<file path="src/rtl/fifo_align_rd_stream.sv">
// Read-side FIFO consumer: pops words into a 2-entry registered skid buffer
// and presents them downstream as a valid/ready stream with a delivered-word counter.
module fifo_align_rd_stream #(
    parameter int DATA_W = 32,
    parameter int CNT_W  = 16
) (
    input  logic              clk,
    input  logic              rst_n,
    input  logic              i_fifo_empty,
    input  logic [DATA_W-1:0] i_fifo_data,
    output logic              o_fifo_advance,
    output logic              o_valid,
    output logic [DATA_W-1:0] o_data,
    input  logic              i_ready,
    input  logic              i_cnt_clr,
    output logic [1:0]        o_level,
    output logic [CNT_W-1:0]  o_cnt
);

    typedef enum logic [1:0] {
        LVL_EMPTY = 2'd0,
        LVL_ONE   = 2'd1,
        LVL_TWO   = 2'd2
    } level_e;

    level_e            level_q, level_d;
    logic [DATA_W-1:0] head_q, head_d;
    logic [DATA_W-1:0] tail_q, tail_d;
    logic [CNT_W-1:0]  cnt_q, cnt_d;

    logic busy;
    logic full;
    logic pop;
    logic take;

    assign busy = (level_q != LVL_EMPTY);
    assign full = (level_q == LVL_TWO);

    // Pop request uses registered occupancy only, never the downstream ready;
    // rst_n gating keeps it low while the buffer is held in reset.
    assign pop  = rst_n & ~i_fifo_empty & ~full;
    assign take = busy & i_ready;

    always_comb begin
        level_d = level_q;
        head_d  = head_q;
        tail_d  = tail_q;
        unique case (level_q)
            LVL_EMPTY: begin
                if (pop) begin
                    head_d  = i_fifo_data;
                    level_d = LVL_ONE;
                end
            end
            LVL_ONE: begin
                if (pop && !take) begin
                    tail_d  = i_fifo_data;
                    level_d = LVL_TWO;
                end else if (pop && take) begin
                    head_d  = i_fifo_data;
                end else if (take) begin
                    level_d = LVL_EMPTY;
                end
            end
            LVL_TWO: begin
                if (take) begin
                    head_d  = tail_q;
                    level_d = LVL_ONE;
                end
            end
            default: begin
                level_d = LVL_EMPTY;
            end
        endcase
    end

    always_comb begin
        cnt_d = cnt_q;
        if (i_cnt_clr) begin
            cnt_d = '0;
        end else if (take) begin
            cnt_d = cnt_q + CNT_W'(1);
        end
    end

    always_ff @(posedge clk or negedge rst_n) begin
        if (!rst_n) begin
            level_q <= LVL_EMPTY;
            head_q  <= '0;
            tail_q  <= '0;
            cnt_q   <= '0;
        end else begin
            level_q <= level_d;
            head_q  <= head_d;
            tail_q  <= tail_d;
            cnt_q   <= cnt_d;
        end
    end

    assign o_fifo_advance = pop;
    assign o_valid        = busy;
    assign o_data         = head_q;
    assign o_level        = level_q;
    assign o_cnt          = cnt_q;

endmodule

</file>
<file path="config.mk">
export PLATFORM = sky130hd
export DESIGN_NAME = fifo_align_rd_stream
export DESIGN_NICKNAME = d
export VERILOG_FILES = /design/src/rtl/fifo_align_rd_stream.sv
export SDC_FILE = /design/constraint.sdc
export NUM_CORES = 1
export LEC_CHECK = 0
export CAP_MARGIN = 10
export CORE_MARGIN = 2
export CORE_UTILIZATION = 31
export DETAILED_ROUTE_END_ITERATION = 6
export GPL_ROUTABILITY_DRIVEN = 0
export PLACE_DENSITY = 0.57
export SLEW_MARGIN = 20
export SYNTH_ARGS = -nofsm -noshare
export SYNTH_HDL_FRONTEND = slang
export SYNTH_SLANG_ARGS = --single-unit
</file>
<file path="constraint.sdc">
create_clock -name clk -period 1.6 [get_ports clk]
set_input_delay 0.24 -clock clk [delete_from_list [all_inputs] [get_ports clk]]
set_output_delay 0.24 -clock clk [all_outputs]
set_load 0.01 [all_outputs]
</file>
; After elaboration in Yosys (flattened, before gate mapping)
; Index checks and enable logic that the tools add are counted.
[word_totals]
regBits = 82
input_bits = 37
output_inout_bits = 52
wordCells = 41
[classes]
addsub = 1
eq_ne = 8
muxes = 13
n_bitwise = 5
reduce_logical = 10
[ops]
columns = cell, count
row1 = $mux 32, 4
row2 = $pmux 32 s3, 1
row3 = $mux 16, 2
row4 = $add 16x1->16 const B, 1
row5 = $mux 2, 5
row6 = $ne 2x2->1 const B, 3
row7 = $ne 3x3->1 const B, 2
row8 = $pmux 2 s3, 1
row9 = $reduce_and 5->1, 1
row10 = $reduce_and 4->1, 1
row11 = $reduce_bool 2->1, 2
row12 = $and 1x1->1, 3
row13 = $reduce_bool 3->1, 1
row14 = $eq 2x1->1 const B, 1
row15 = $eq 2x2->1 const B, 1
row16 = $logic_and 1x1->1, 2
row17 = $logic_not 2->1, 1
row18 = $ne 2x1->1 const B, 1
row19 = $not 1->1, 2
row20 = $reduce_and 2->1, 1
row21 = $logic_not 1->1, 1

; Depth between registers and ports, before layout
; Gate-level depths: netlist of the first run.
[depth]
ltp_word = 7
mapped_depth = 6
mapped_depth_nobuf = 5

; Worst setup path before layout of the first run
; Ideal clock, no wire load.
[synth_path]
path_type = reg-to-reg
from = reg level_q[0], in the netlist o_level[0]
to = reg tail_q[0]
setup_time_ns = 0.125
arrival_time_ns = 1.491
required_time_ns = 1.475
path_slack_ns = -0.015
stages_incl_launch_ff = 5
path_buffers = 1
synth_period_minus_slack_ns = 1.615
cell_sequence = dfrtp_1 and2b_4 nor3b_4 buf_4 mux2_2
[synth_between]
elab_chain_cells = 5
elab_cells_between_ends = 9
cone_classes = eq/ne: 2 / bitwise: 3 / reduce/logical: 4
[synth_lines]
columns = element, line
row1 = start: declaration, 26  ; level_e level_q, level_d;
row2 = start signal: assignment, 93  ; level_q <= level_d;
row3 = $eq 2x2->1 or $reduce_bool 2->1 (tied branches), "37, 36"
row4 = $not 1->1 or $and 1x1->1 (tied branches), "41, 42"
row5 = $and 1x1->1 or $logic_not 1->1 (tied branches), "41, 56"
row6 = $logic_and 1x1->1, 56  ; if (pop && !take) begin
row7 = $reduce_and 2->1 (no source line) (*), --
row8 = end signal: assignment, 95  ; tail_q <= tail_d;
row9 = end: declaration, 28  ; logic [DATA_W-1:0] tail_q, tail_d;
; Mark *: on every way between the ends. The rest lies on a longest branch, timed or not.
; A chain may end at the register's enable or synchronous reset.

; Final worst setup path of the first run
[layout_path]
from = reg cnt_q[6], in the netlist o_cnt[6]
to = reg cnt_q[13], in the netlist o_cnt[13]
[layout_between]
elab_chain_cells = 3
[layout_lines]
columns = element, line
row1 = start: declaration, 29  ; logic [CNT_W-1:0] cnt_q, cnt_d;
row2 = start signal: assignment, 96  ; cnt_q <= cnt_d;
row3 = $add 16x1->16, 82  ; cnt_d = cnt_q + CNT_W'(1);
row4 = $mux 16, 81  ; end else if (take) begin
row5 = $mux 16, 79  ; if (i_cnt_clr) begin
; Every way passes these cells. The select of a mux whose other input is x is not followed.

==> results of run 1 <==
-- metrics by stage --
step,hold slack (ns),util,worst slack (ns)
3_5_place_dp,0.370,0.419,-0.286
6_report,0.00360,0.461,0.0439
2_1_floorplan,-0.0556,-,0.0511
5_1_grt,0.0315,0.461,-0.0391
3_3_place_gp,0.376,0.419,-0.245
4_1_cts,0.00843,0.448,0.000527
-- cell families (layout without fill, tap and decap cells) --
| kind of cell | count (synthesis) | in the layout | share of synthesized area |
|---|---|---|---|
| flops | 82 | 82 | 0.566 |
| simple gates | 79 | 79 | 0.103 |
| mux | 66 | 66 | 0.194 |
| compound gates | 46 | 46 | 0.0715 |
| buf+inv | 21 | 138 | 0.0352 |
| xor+xnor | 11 | 11 | 0.0266 |
| fa+ha+maj | 1 | 1 | 0.00345 |
-- state kept, by name (all words and copies together) (netlist names) --
signal	cells
tail_q	32
o_cnt	16
o_level	2
o_data	32
-- cell type report --
type                            count  area (um^2)
Fill cell                        1098         6150
Clock inverter                      5         77.6
Multi-Input combinational cell    203         1490
Timing Repair Buffer              118         1200
Clock buffer                       11          243
Sequential cell                    82         2060
Inverter                            4         15.0
Tap cell                          143          179
-- report_power, final --
group	leakage, nW	switching [W]	total, W	internal [W]
Combinational	1.01	0.000857	0.00218	0.00132
Clock	0.156	0.000783	0.00219	0.00140
Sequential	0.980	0.000357	0.00315	0.00279
-- per-layer routing --
layer  wire length [um]  share of wire  track usage  vias to the layer above
met1               3900           0.48        0.167                     1282
li1                   -              -            -                     1291
met2               3840           0.47        0.203                       57
met5                  0              0            0                        -
met4                147          0.018       0.0610                        0
met3                312          0.038       0.0308                       11
-- worst max-delay path, cell delays in order (launching register included) --
cell	delay [ns]
dfrtp_1	0.40
nand4_1	0.33
nor3_2	0.30
nand3_1	0.13
mux2_2	0.28
-- placed cells by master (no fill, tap or decap), types with 3 or more instances in the layout --
master           count
clkbuf_16           12
mux2_2              32
buf_12               3
a21oi_1             37
nand2_1              5
nand3_1              6
clkdlybuf4s50_1     78
nor4_1               3
mux2i_1             33
dfrtp_1             78
buf_4               21
nand4_1              3
xnor2_1              9
nor3_2               3
buf_6                5
dfrtp_2              4
nor2_1              47
dlygate4sd2_1        5
inv_1                4
-- worst paths after layout --
| kind | end | slack [ns] | cells past startpoint |
|---|---|---|---|
| setup / recovery | o_cnt[13] | 0.04 | 4 |
| hold / removal | o_data[4] | 0.004 | 2 |
| setup reg to reg | o_cnt[13] | 0.04 | 4 |
| hold reg to reg | tail_q[28] | 0.49 | 1 |
| max in group asynchronous | o_level[0] | 1.24 | 2 |
| min in group clk | tail_q[28] | 0.49 | 1 |
-- timing repair --
item,4_1_cts,5_1_grt
hold buffers,0,0
resized for setup,14,16
buffers inserted,2,2
gates cloned,0,3
endpoints found under the setup margin,8,25
pin swaps,0,0
==> results_dict.tcl, run 1 <==
set metrics [dict create \
    drt_pass1_iterations 4 \
    tightestPinTransition_ns 0.437 \
    drv_cap 0 \
    rows 39 \
    final_antenna_net_count 0 \
    synth_area_um2 3620 \
    dieArea_um2 12600 \
    critPathKind "register to register" \
    fin_worst_skew_ns 0.0101 \
    design_area_um2 5270 \
    yosysWarnings 0 \
    synth_common_cells "dfrtp_1, nor2_1, a21oi_1" \
    crit_start "o_cnt[6]" \
    antenna_found_initial 0 \
    clock-sinks 82 \
    max_freq_ghz 0.643 \
    grt_overflow_total 0 \
    synth_nets 344 \
    setup_viol 0 \
    die_width_um 112 \
    drc 0 \
    p_per_area_nw_per_um2 1430 \
    period_minus_slack_ns 1.56 \
    drt_iter0_markers 45 \
    tns_ns 0 \
    vias 2641 \
    yosysTopAreaCellShare 0.566 \
    relSlewSlack 0.709 \
    synth.yosys.seq_area_share 0.566 \
    required_ns 1.82 \
    core_um2 11400 \
    die_h_um 112 \
    initial_core_util 0.317 \
    placed_cell_area_um2 4780 \
    async_reset_ff_frac 1.00 \
    wl_um 8210 \
    dp_cells 543 \
    ys_seq_elements 82 \
    path_clk_slew_ns 0.06 \
    grt_first_pass_wirelength_um 12800 \
    yosysTopAreaCell "dfrtp_1" \
    io_pins 89 \
    hpwl_um 5220 \
    grt_use_total 0.129 \
    wire_per_inst_um 14.5 \
    min_path_type "primary input to asynchronous set/reset pin" \
    slew_viol_final 0 \
    fin_total_pwr_w 0.00751 \
    drive_above_1_share 0.225 \
    fin_cells 566 \
    hold_viol 0 \
    syn_inst 306 \
    synth-main-ff-cell "dfrtp_1" \
    synthDistinctLibCells 36 \
    leakage_nw 2.14 \
    rsz0062_at_grt "true" \
    worst-path-max-fanout 7 \
    peakVddDrop_mv 0.577 \
    num-nets-final 456 \
    worstPathArrival_ns 1.77 \
    start_kind "register" \
    synth.avg_cell_area_um2 11.8 \
    via_per_inst 4.67 \
    syn2layout_area_growth_pct 45.4 \
    grt_max_degree 83 \
    cts_tree "yes" \
    num_antenna_cells 0 \
    synthMostInstantiatedCell "dfrtp_1" \
    numCtsBuffers 9 \
    synthTopCellsByArea "dfrtp_1, mux2_2, mux2i_1" \
    status "finished, final reports clean" \
    io_buffers 88 \
    first_global_vias 2700 \
    clock_latency_ns 0.33 \
    fin_crit_sh 0.973 \
    endpoint_kind "register" \
    synth_edf_count 0 \
    cts_buffer_depth 2 \
    h-tree-depth 3 \
    reg2reg_from "o_cnt[6]" \
    root_buffer "clkbuf_16" \
]
Note: power is estimated with default switching activity, not from simulation.
==> run 2, diff against run 1 <==
--- a/config.mk
+++ b/config.mk
@@ -10,7 +10,7 @@
 export CORE_UTILIZATION = 31
 export DETAILED_ROUTE_END_ITERATION = 6
 export GPL_ROUTABILITY_DRIVEN = 0
-export PLACE_DENSITY = 0.57
+export PLACE_DENSITY = 0.55
 export SLEW_MARGIN = 20
 export SYNTH_ARGS = -nofsm -noshare
 export SYNTH_HDL_FRONTEND = slang
==> constraint.sdc (replaced) <==
create_clock -name clk -period 1.5 [get_ports clk]
set_input_delay 0.225 -clock clk [delete_from_list [all_inputs] [get_ports clk]]
set_output_delay 0.225 -clock clk [all_outputs]
set_load 0.01 [all_outputs]
==> results_dict.tcl, run 2 (synthesized netlist as in run 1, its figures left out) <==
set metrics [dict create \
    core_um2 11400 \
    first_global_vias 2851 \
    hold_ws_ns 0.0561 \
    p_int_w 0.00586 \
    slew_viol_final 0 \
    mostFrequentLayoutCell "dfrtp_1" \
    tns_ns -4.81 \
    netSwitchingFraction 0.285 \
    drive_above_1_share 0.309 \
    worst-path-max-fanout 8 \
    drt_pass1_iterations 4 \
    root_buffer "clkbuf_16" \
    cts_buffer_depth 2 \
    status "finished with violations" \
    clock-sinks 82 \
    tightestPinTransition_ns 0.758 \
    die_width_um 112 \
    wire_per_inst_um 16.5 \
    wl_um 9550 \
    rsz0062_at_grt "true" \
    hold_buffers 0 \
    clock_latency_ns 0.33 \
    p_sw_w 0.00234 \
    p_clk_frac 0.241 \
    p_per_area_nw_per_um2 1440 \
    numCtsBuffers 9 \
    initial_core_util 0.317 \
    grt_max_degree 83 \
    cts_tree "yes" \
    antenna_found_initial 0 \
    drv_cap 0 \
    syn2layout_area_growth_pct 56.9 \
    worst_slack_ns -0.116 \
    post-route-util 0.498 \
    critPathKind "register to register" \
    num_antenna_cells 0 \
    fin_crit_sh 1.08 \
    setup_viol 66 \
    drc 0 \
    h-tree-depth 3 \
    relSlewSlack 0.495 \
    final_antenna_net_count 0 \
    endpoint_kind "register" \
    design_area_um2 5690 \
    vias 2787 \
    grt_first_pass_wirelength_um 14600 \
    leakage_nw 2.46 \
    worstPathArrival_ns 1.82 \
    hpwl_um 5350 \
    via_per_inst 4.81 \
    required_ns 1.71 \
    fin_cells 580 \
    die_h_um 112 \
    min_path_type "primary input to asynchronous set/reset pin" \
    start_kind "register" \
    rows 39 \
    grt_overflow_total 0 \
    placed_cell_area_um2 4820 \
    max_freq_ghz 0.619 \
    violations "setup timing" \
    dieArea_um2 12600 \
    peakVddDrop_mv 0.649 \
    dp_cells 548 \
    grt_use_total 0.147 \
    num-nets-final 472 \
    path_clk_slew_ns 0.06 \
    mostFrequentLayoutCells "dfrtp_1, clkdlybuf4s50_1, nor2_1" \
    hold_viol 0 \
    fin_worst_skew_ns 0.00630 \
    io_pins 89 \
    combPwrFrac 0.339 \
    period_minus_slack_ns 1.62 \
    drt_iter0_markers 99 \
    io_buffers 88 \
    p_seq_frac 0.421 \
]
## run 2: final timing paths
kind	cells past startpoint	slack (ns)	endpoint	startpoint
max in group asynchronous	2	0.92	o_level[0]	rst_n
min reg2reg	1	0.51	tail_q[29]	tail_q[29]
min	2	0.06	o_cnt[12]	rst_n
min in group clk	1	0.51	tail_q[29]	tail_q[29]
max reg2reg	6	-0.12	tail_q[0]	o_level[0]
max	6	-0.12	tail_q[0]	o_level[0]
## run 2: worst max-delay path: stages, from the launching register on
cell	delay, ns
dfrtp_2	0.38
buf_6	0.11
and2b_4	0.15
nor3b_4	0.22
buf_6	0.16
clkbuf_16	0.17
mux2_4	0.30
## run 2: metal layers
metal | vias up | global-route usage | wire [um]
met2 | 63 | 0.223 | 4550
met1 | 1393 | 0.208 | 4550
met3 | 7 | 0.0373 | 350
li1 | 1324 | - | -
met4 | 0 | 0.0480 | 101
met5 | - | 0 | 0
## run 2: repair_timing
action                     in CTS  in global routing
gates cloned                    3                  4
resized for setup              59                 68
setup endpoints to repair      84                 83
pin swaps                       0                  3
setup buffers                  10                  2
## run 2: power groups by stage
stage                     Sequential (W)  Combinational [W]  Clock (W)
after detailed placement         0.00342            0.00224          0
final                            0.00345            0.00278    0.00197
after CTS                        0.00339            0.00257    0.00204
after floorplan                  0.00351           0.000985          0
after global routing             0.00355            0.00301    0.00216
after global placement           0.00338            0.00220          0
## run 2: area by class of cell
cell class | instances | area [um^2]
fillers | 1048 | 5730
clock inverters | 3 | 17.5
clock buffers | 11 | 243
repair buffers | 134 | 1440
multi-input cells | 203 | 1740
flip-flops and latches | 82 | 2050
inverters | 4 | 15.0
well taps | 143 | 179
## run 2: metrics by stage
stage	power, W	setup slack, ns
5_1_grt	0.00872	-0.180
2_1_floorplan	0.00449	-0.0489
6_report	0.00820	-0.116
4_1_cts	0.00800	-0.126
3_3_place_gp	0.00558	-0.333
3_5_place_dp	0.00566	-0.358
